[config.mk]
export PLATFORM = sky130hd
export DESIGN_NAME = trap_control_unit
export DESIGN_NICKNAME = d
export VERILOG_FILES = /design/src/rtl/trap_control_unit.sv
export SDC_FILE = /design/constraint.sdc
export NUM_CORES = 1
export LEC_CHECK = 0
export CORE_AREA = 2 2 192 194
export CTS_CLUSTER_DIAMETER = 30
export CTS_CLUSTER_SIZE = 20
export DETAILED_ROUTE_END_ITERATION = 12
export DIE_AREA = 0 0 194 196
export GPL_TIMING_DRIVEN = 0
export SLEW_MARGIN = 5
export SYNTH_ARGS = -nofsm -noshare
export SYNTH_HDL_FRONTEND = slang
export SYNTH_SLANG_ARGS = --single-unit
export TNS_END_PERCENT = 20
[constraint.sdc]
create_clock -name clk -period 12.5 [get_ports clk]
set_input_delay 1.25 -clock clk [delete_from_list [all_inputs] [get_ports clk]]
set_output_delay 1.25 -clock clk [all_outputs]
set_load 0.02 [all_outputs]
[src/rtl/trap_control_unit.sv]
// Trap control: exception/interrupt prioritisation and trap-entry/SRET FSM.
// Optional: define TRAP_VECTORED_MODE_EN to vector interrupts to base + 4*i.
module trap_control_unit #(
   parameter int XLEN    = 64,
   parameter int ILEN    = 32,
   parameter int NUM_IRQ = 4
) (
   input  logic               clk,
   input  logic               reset,
   input  logic               instr_valid,
   input  logic [ILEN-1:0]    instruction,
   input  logic [XLEN-1:0]    pc,
   input  logic [XLEN-1:0]    mem_addr,
   input  logic [NUM_IRQ-1:0] irq,
   input  logic [NUM_IRQ-1:0] irq_enable,
   input  logic [XLEN-1:0]    stvec_base,
   output logic               exception_flag,
   output logic [XLEN-1:0]    scause,
   output logic [XLEN-1:0]    sepc,
   output logic [XLEN-1:0]    stval,
   output logic               redirect,
   output logic [XLEN-1:0]    redirect_pc,
   output logic               in_handler,
   output logic               halted
);

   localparam logic [2:0] S_RUN      = 3'd0;
   localparam logic [2:0] S_REDIRECT = 3'd1;
   localparam logic [2:0] S_HANDLER  = 3'd2;
   localparam logic [2:0] S_RETURN   = 3'd3;
   localparam logic [2:0] S_HALT     = 3'd4;

   localparam logic [ILEN-1:0] ECALL  = ILEN'(32'h0000_0073);
   localparam logic [ILEN-1:0] EBREAK = ILEN'(32'h0010_0073);
   localparam logic [ILEN-1:0] SRET   = ILEN'(32'h1020_0073);

   logic [2:0]      r_state;
   logic            r_flag;
   logic            r_redirect;
   logic [XLEN-1:0] r_redirect_pc;
   logic            r_in_handler;
   logic            r_halted;
   logic [XLEN-1:0] r_scause;
   logic [XLEN-1:0] r_sepc;
   logic [XLEN-1:0] r_stval;

   logic [6:0]      w_op;
   logic [1:0]      w_f3;
   logic            w_legal;
   logic            w_sret;
   logic            w_illegal;
   logic            w_mis;
   logic [NUM_IRQ-1:0] w_pend;
   logic [3:0]      w_irq_idx;
   logic            w_irq_hit;
   logic            w_sync;
   logic [XLEN-1:0] w_cause;
   logic [XLEN-1:0] w_tval;
   logic [XLEN-1:0] w_base;
   logic [XLEN-1:0] w_vec_pc;

   assign w_op   = instruction[6:0];
   assign w_f3   = instruction[13:12];
   assign w_sret = (instruction == SRET);
   assign w_base = stvec_base & ~XLEN'(3);

   always_comb begin
      w_legal = 1'b0;
      case (w_op)
         7'b0000011, 7'b0100011, 7'b0010011,
         7'b0011011, 7'b0110011, 7'b0111011,
         7'b0110111, 7'b0010111, 7'b1101111,
         7'b1100111, 7'b1100011, 7'b1110011: w_legal = 1'b1;
         default:                            w_legal = 1'b0;
      endcase
   end

   // SRET is only legal inside the handler; HANDLER checks it first.
   assign w_illegal = !w_legal || w_sret;

   always_comb begin
      w_mis = 1'b0;
      case (w_f3)
         2'b00:   w_mis = 1'b0;
         2'b01:   w_mis = mem_addr[0];
         2'b10:   w_mis = |mem_addr[1:0];
         default: w_mis = |mem_addr[2:0];
      endcase
   end

   assign w_pend    = irq & irq_enable;
   assign w_irq_hit = |w_pend;

   always_comb begin
      w_irq_idx = 4'd0;
      for (int i = NUM_IRQ - 1; i >= 0; i--) begin
         if (w_pend[i]) w_irq_idx = 4'(i);
      end
   end

   always_comb begin
      w_sync  = 1'b1;
      w_cause = '0;
      w_tval  = '0;
      if (|pc[1:0]) begin
         w_cause = XLEN'(0);
         w_tval  = pc;
      end else if (w_illegal) begin
         w_cause = XLEN'(2);
         w_tval  = XLEN'(instruction);
      end else if (instruction == EBREAK) begin
         w_cause = XLEN'(3);
         w_tval  = pc;
      end else if (instruction == ECALL) begin
         w_cause = XLEN'(9);
      end else if (w_op == 7'b0000011 && w_mis) begin
         w_cause = XLEN'(4);
         w_tval  = mem_addr;
      end else if (w_op == 7'b0100011 && w_mis) begin
         w_cause = XLEN'(6);
         w_tval  = mem_addr;
      end else begin
         w_sync  = 1'b0;
      end
   end

`ifdef TRAP_VECTORED_MODE_EN
   assign w_vec_pc = r_scause[XLEN-1]
                   ? w_base + XLEN'({r_scause[3:0], 2'b00})
                   : w_base;
`else
   assign w_vec_pc = w_base;
`endif

   always_ff @(posedge clk or posedge reset) begin
      if (reset) begin
         r_state       <= S_RUN;
         r_flag        <= 1'b0;
         r_redirect    <= 1'b0;
         r_redirect_pc <= '0;
         r_in_handler  <= 1'b0;
         r_halted      <= 1'b0;
         r_scause      <= '0;
         r_sepc        <= '0;
         r_stval       <= '0;
      end else begin
         r_flag     <= 1'b0;
         r_redirect <= 1'b0;
         case (r_state)
            S_RUN: begin
               if (instr_valid && (w_irq_hit || w_sync)) begin
                  r_state <= S_REDIRECT;
                  r_flag  <= 1'b1;
                  r_sepc  <= pc;
                  if (w_irq_hit) begin
                     r_scause <= {1'b1, {(XLEN-5){1'b0}}, w_irq_idx};
                     r_stval  <= '0;
                  end else begin
                     r_scause <= w_cause;
                     r_stval  <= w_tval;
                  end
               end
            end
            S_REDIRECT: begin
               r_state       <= S_HANDLER;
               r_redirect    <= 1'b1;
               r_redirect_pc <= w_vec_pc;
               r_in_handler  <= 1'b1;
            end
            S_HANDLER: begin
               if (instr_valid && w_sret) begin
                  r_state      <= S_RETURN;
                  r_in_handler <= 1'b0;
               end else if (instr_valid && w_sync) begin
                  r_state      <= S_HALT;
                  r_in_handler <= 1'b0;
                  r_halted     <= 1'b1;
               end
            end
            S_RETURN: begin
               r_state       <= S_RUN;
               r_redirect    <= 1'b1;
               r_redirect_pc <= r_sepc;
            end
            default: begin
               r_state  <= S_HALT;
               r_halted <= 1'b1;
            end
         endcase
      end
   end

   assign exception_flag = r_flag;
   assign scause         = r_scause;
   assign sepc           = r_sepc;
   assign stval          = r_stval;
   assign redirect       = r_redirect;
   assign redirect_pc    = r_redirect_pc;
   assign in_handler     = r_in_handler;
   assign halted         = r_halted;

endmodule

# Word-level counts from Yosys, hierarchy flattened
# Cells that the tools add are included.
[op_classes]
bitwise = 2
eq_ne = 24
n_addsub = 0
n_mul = 0
reduce_logical = 23
shift = 0
div_mod_pow = 0
n_mux = 40
magnitude_cmp = 0
[ops]
columns = ["operator", "count"]
rows = [
  ["$mux 64", 8],
  ["$pmux 64 s2", 1],
  ["$eq 32x21->1 const B", 1],
  ["$eq 32x29->1 const B", 1],
  ["$eq 32x7->1 const B", 1],
  ["$eq 7x6->1 const B", 4],
  ["$eq 7x7->1 const B", 4],
  ["$mux 4", 7],
  ["$eq 7x5->1 const B", 3],
  ["$mux 3", 5],
  ["$mux 1", 14],
  ["$pmux 3 s4", 1],
  ["$reduce_or 12->1", 1],
  ["$eq 7x2->1 const B", 1],
  ["$eq 3x2->1 const B", 2],
  ["$ne 2x2->1 const B", 3],
  ["$reduce_and 2->1", 3],
  ["$reduce_or 2->1", 3],
  ["$reduce_or 3->1", 2],
  ["$logic_and 1x1->1", 5],
  ["$and 4x4->4", 1],
  ["$pmux 1 s2", 2],
  ["$reduce_bool 2->1", 2],
  ["$reduce_or 4->1", 1],
  ["12 further kinds", 13],
]
[totals]
latchBits = 0
romBits = 0
regBits = 263
mem_bits_rw = 0
memories = 0
out_inout_bits = 260

# Depth between registers and ports, before layout
[depth]
depth_word = 13
depth_mapped = 10
ltp_nobuf = 6

# Least setup slack after synthesis
# No wires, ideal clock.
[synth_timing]
kind = "input -> register"
start = "in instruction[8]"
end = "reg r_stval[37], in the netlist stval[37]"
setup_slack_ns = 9.186
n_path_buf = 3
arrival_time_ns = 3.189
cell_stages = 9
required_ns = 12.375
path_cell_list = "nand4bb_1 or3b_1 or4_4 nand2_2 o311ai_1 buf_2 buf_6 buf_6 mux2_4"
[synth_between]
elab_chain_cells = 8
word_cells_on_any_way = 16
[synth_lines]
columns = ["element", "line_no", "source"]
rows = [
  ["start, declared", "11", "input logic [ILEN-1:0] instruction,"],
  ["$eq 32x7->1", "114", "end else if (instruction == ECALL) begin"],
  ["$mux 1", "114", ""],
  ["$mux 1", "111", "end else if (instruction == EBREAK) begin"],
  ["$mux 1", "108", "end else if (w_illegal) begin"],
  ["$mux 1", "105", "if (|pc[1:0]) begin"],
  ["$logic_or 1x1->1", "151", "if (instr_valid && (w_irq_hit || w_sync)) begin"],
  ["$logic_and 1x1->1", "151", ""],
  ["$reduce_and 2->1 (no line)", "n/a", ""],
  ["end signal, assigned", "160", "r_stval <= w_tval;"],
  ["end, declared", "45", "logic [XLEN-1:0] r_stval;"],
]
# Several ways; a longest one is shown, not always the timed one.
# A chain may end at the register's enable or synchronous reset.

# Worst setup path in the final report
[layout_timing]
start = "in irq[0]"
end = "reg r_stval[24], in the netlist stval[24]"
[layout_between]
elab_chain_cells = 5
word_cells_on_any_way = 6
[layout_lines]
columns = ["element", "line_no", "source"]
rows = [
  ["start, declared", "14", "input logic [NUM_IRQ-1:0] irq,"],
  ["$and 4x4->4 (*)", "91", "assign w_pend = irq & irq_enable;"],
  ["$reduce_or 4->1 (*)", "92", "assign w_irq_hit = |w_pend;"],
  ["$logic_or 1x1->1", "151", ""],
  ["$logic_and 1x1->1", "151", ""],
  ["$reduce_and 2->1 (no line)", "n/a", ""],
]
# Mark *: on every way between the ends. The rest lies on a longest branch, timed or not.

==> results.cfg <==
[synthesis]
synthFlopType = dfrtp_1
seq_area_frac_synth_pct = 52.6
ys_async_sr_fraction_pct = 100
synth_edf_count = 0
syn_avg_cell_area_um2 = 11.9
synth.most_common_cell = dfrtp_1
synth_cells = 819
yosys-top-cells-area = dfrtp_1 53%, mux2_2 9.9%, mux2i_1 9.7%
synth_area_leader_cell = dfrtp_1
synth_top_cell_area_share_pct = 52.6
synth_seq_cells = 204
synthTopCellsByCount = 204 x dfrtp_1, 94 x mux2i_1, 85 x mux2_2
ys_types = 50
syn_area_mm2 = 0.00971
ys_warn_count = 0

[pwr]
p_seq_share_pct = 26.6
ir_worst_vdd_v = 0.000186
p_leak_uw = 0.00762
p_comb_share_pct = 33.7
internal-power_uw = 2880
power_density_mw_per_mm2 = 246
switching_share_pct = 31.7
power_switching_uw = 1340
clkPwrFrac_pct = 39.7

[setup_path]
cp_max_fo = 10
crit_path_end_kind = flip-flop
critical_path.max_stage_delay_ns = 0.61
slowest_stage = clkbuf_1
cp_data_required_time_ns = 12.99
cp.arrival_ns = 4.89
path_class = primary input to flip-flop
cp-start-kind = primary input
path_cells = clkdlybuf4s50_1 > a22oi_1 > nor2b_1 > nand2_1 > a21oi_2 > clkbuf_1 > a222oi_1 > mux2i_1

[clock_network]
post_cts_buffers = 0
clk_path_buf_depth = 3
clock_latency_ns = 0.57
numClockSinks = 204
path_clk_slew_ns = 0.04
cts_hold_buf = 0
cts_tree = built
cts-buffers-inserted = 61
htreeDepth = 2
cts_root_buf = clkbuf_16
ctsResizeCount = 0

[timing]
period_needed_ns = 4.41
fmax_mhz = 227
slew_viol_final = 0
final-setup-viol-count = 0
finalClockSkew_ns = 0.00988
slew_headroom_pct = 27.0
fin_ws_ns = 8.09
hold_ws_ns = 0.463
hold_violations = 0
tns_ns = 0
rsz0062_at_grt = no
worst_slew_pin_slew_ns = 1.10
timing.final.crit_share_pct = 35.3

[die]
dieWidth_um = 194
coreArea_mm2 = 0.0361
initial_utilization_pct = 26.9
die-height_um = 196
rows = 70
dieArea_mm2 = 0.0380
top_level_ports = 495

[placement]
dp_hpwl_mm = 29.6
dp_cells = 1779
gp_congestion = 0.802
portBuffers = 433
place_worst_setup_slack_ns = 7.40

[layout]
n_antenna_cell = 0
final_cells = 1895
drive_gt1_share_pct = 20.5
fin_util_pct = 47.5
nNetsFinal = 1609
syn2layout_area_growth_pct = 76.5
fillers = 3381

[drt]
dr.pass1.iters = 8
wl_per_cell_um = 20.6
postRouteAntennaNets = 0
via_count = 8738
viasPerCell = 4.61
route.detailed.drc = 0
drtIter0Drc = 382
drt_wl_total_mm = 39.1

[status]
status = completed

[grt]
gr-usage-all-layers_pct = 20.2
grt_overflow = 0
grt_pass1_wl_mm = 57.9
grt_pass1_vias = 9095
antenna_found_initial = 0
grt_max_degree = 108

[hold_path]
holdCritPathClass = flip-flop to flip-flop

[job]
cap_viol_max_count = 0
## path summary, 6_finish.rpt
check | from | end | slack (ns) | cells after the start
max reg2reg | r_state[1] | redirect_pc[56] | 9.71 | 5
min in group asynchronous | reset | redirect_pc[56] | 1.17 | 2
min | halted | halted | 0.46 | 1
max in group asynchronous | reset | stval[25] | 10.29 | 3
min reg2reg | halted | halted | 0.46 | 1
max | irq[0] | stval[24] | 8.09 | 8
## layer usage
metal / vias to the layer above / GRT usage (%) / wire [um]
met5: - / 0 / 0
li1: 3984 / - / -
met1: 4288 / 23.1 / 15100
met2: 415 / 35.4 / 19700
met3: 51 / 6.57 / 3430
met4: 0 / 7.01 / 847
## power by group through the flow
stage                     Clock, uW  Sequential (uW)  Combinational, uW
final                          1670             1120               1420
after global routing           1740             1160               1500
after CTS                      1700             1120               1440
after detailed placement          0             1130               1430
after global placement            0             1120               1430
after floorplan                   0             1420                338
## critical path: cells and delay by family
kind,cells,cell delay (ns)
and+or+nand+nor,2,0.96
buffers and inverters,2,1.11
muxes,1,0.19
AOI/OAI and AO/OA,3,1.36
## cells by family (layout without fill, tap and decap cells)
| logic type | after synthesis | count (layout) | synth area share, % |
|---|---|---|---|
| AOI/OAI and AO/OA | 154 | 154 | 11.3 |
| and+or+nand+nor | 115 | 115 | 5.56 |
| muxes | 195 | 195 | 22.0 |
| buffers and inverters | 150 | 700 | 8.49 |
| other | 1 | 59 | 0.0386 |
| DFF | 204 | 204 | 52.6 |
## cells in the final DEF (no fill, tap or decap), types with 2 or more instances in the layout
master,count
mux2_2,85
a21o_1,4
clkbuf_1,38
buf_4,59
nand2b_1,4
clkbuf_16,63
a22o_1,33
inv_1,37
buf_6,3
clkdlybuf4s50_1,433
clkinv_2,15
nor4_1,5
conb_1,59
nor2b_1,6
a22oi_1,3
buf_1,6
mux2i_1,94
a21oi_1,2
nand3_1,3
dfrtp_1,204
bufinv_16,12
o221ai_1,3
clkinvlp_4,4
nor2_1,5
nor3_1,2
buf_2,14
mux2_4,16
nand2_1,75
o21ai_0,69
and3_1,3
clkbuf_8,13
a222oi_1,28
## per-stage QoR
stage	total power [uW]	instance area, um^2
2_1_floorplan	1760	9930
3_3_place_gp	2540	14900
3_5_place_dp	2560	14900
4_1_cts	4260	17100
5_1_grt	4400	17100
6_report	4220	17100
## registers in the layout, indices dropped and copies added, names as in the netlist
name and count:
redirect_pc 64, sepc 64, stval 64, scause 5, r_state 3, exception_flag 1
halted 1, in_handler 1, redirect 1
## final cells by class
cell class                 count  area [um^2]  share of cell area (%)
buffer                       112          682                    3.98
clock buffer                  84         1790                    10.4
clock inverter                32          474                    2.77
inverter                      38          150                   0.876
multi-input combinational    523         4000                    23.3
sequential                   204         5100                    29.8
tap                          468          586                    3.42
timing repair buffer         434         4360                    25.4
Power figures use the tool's default switching activity.
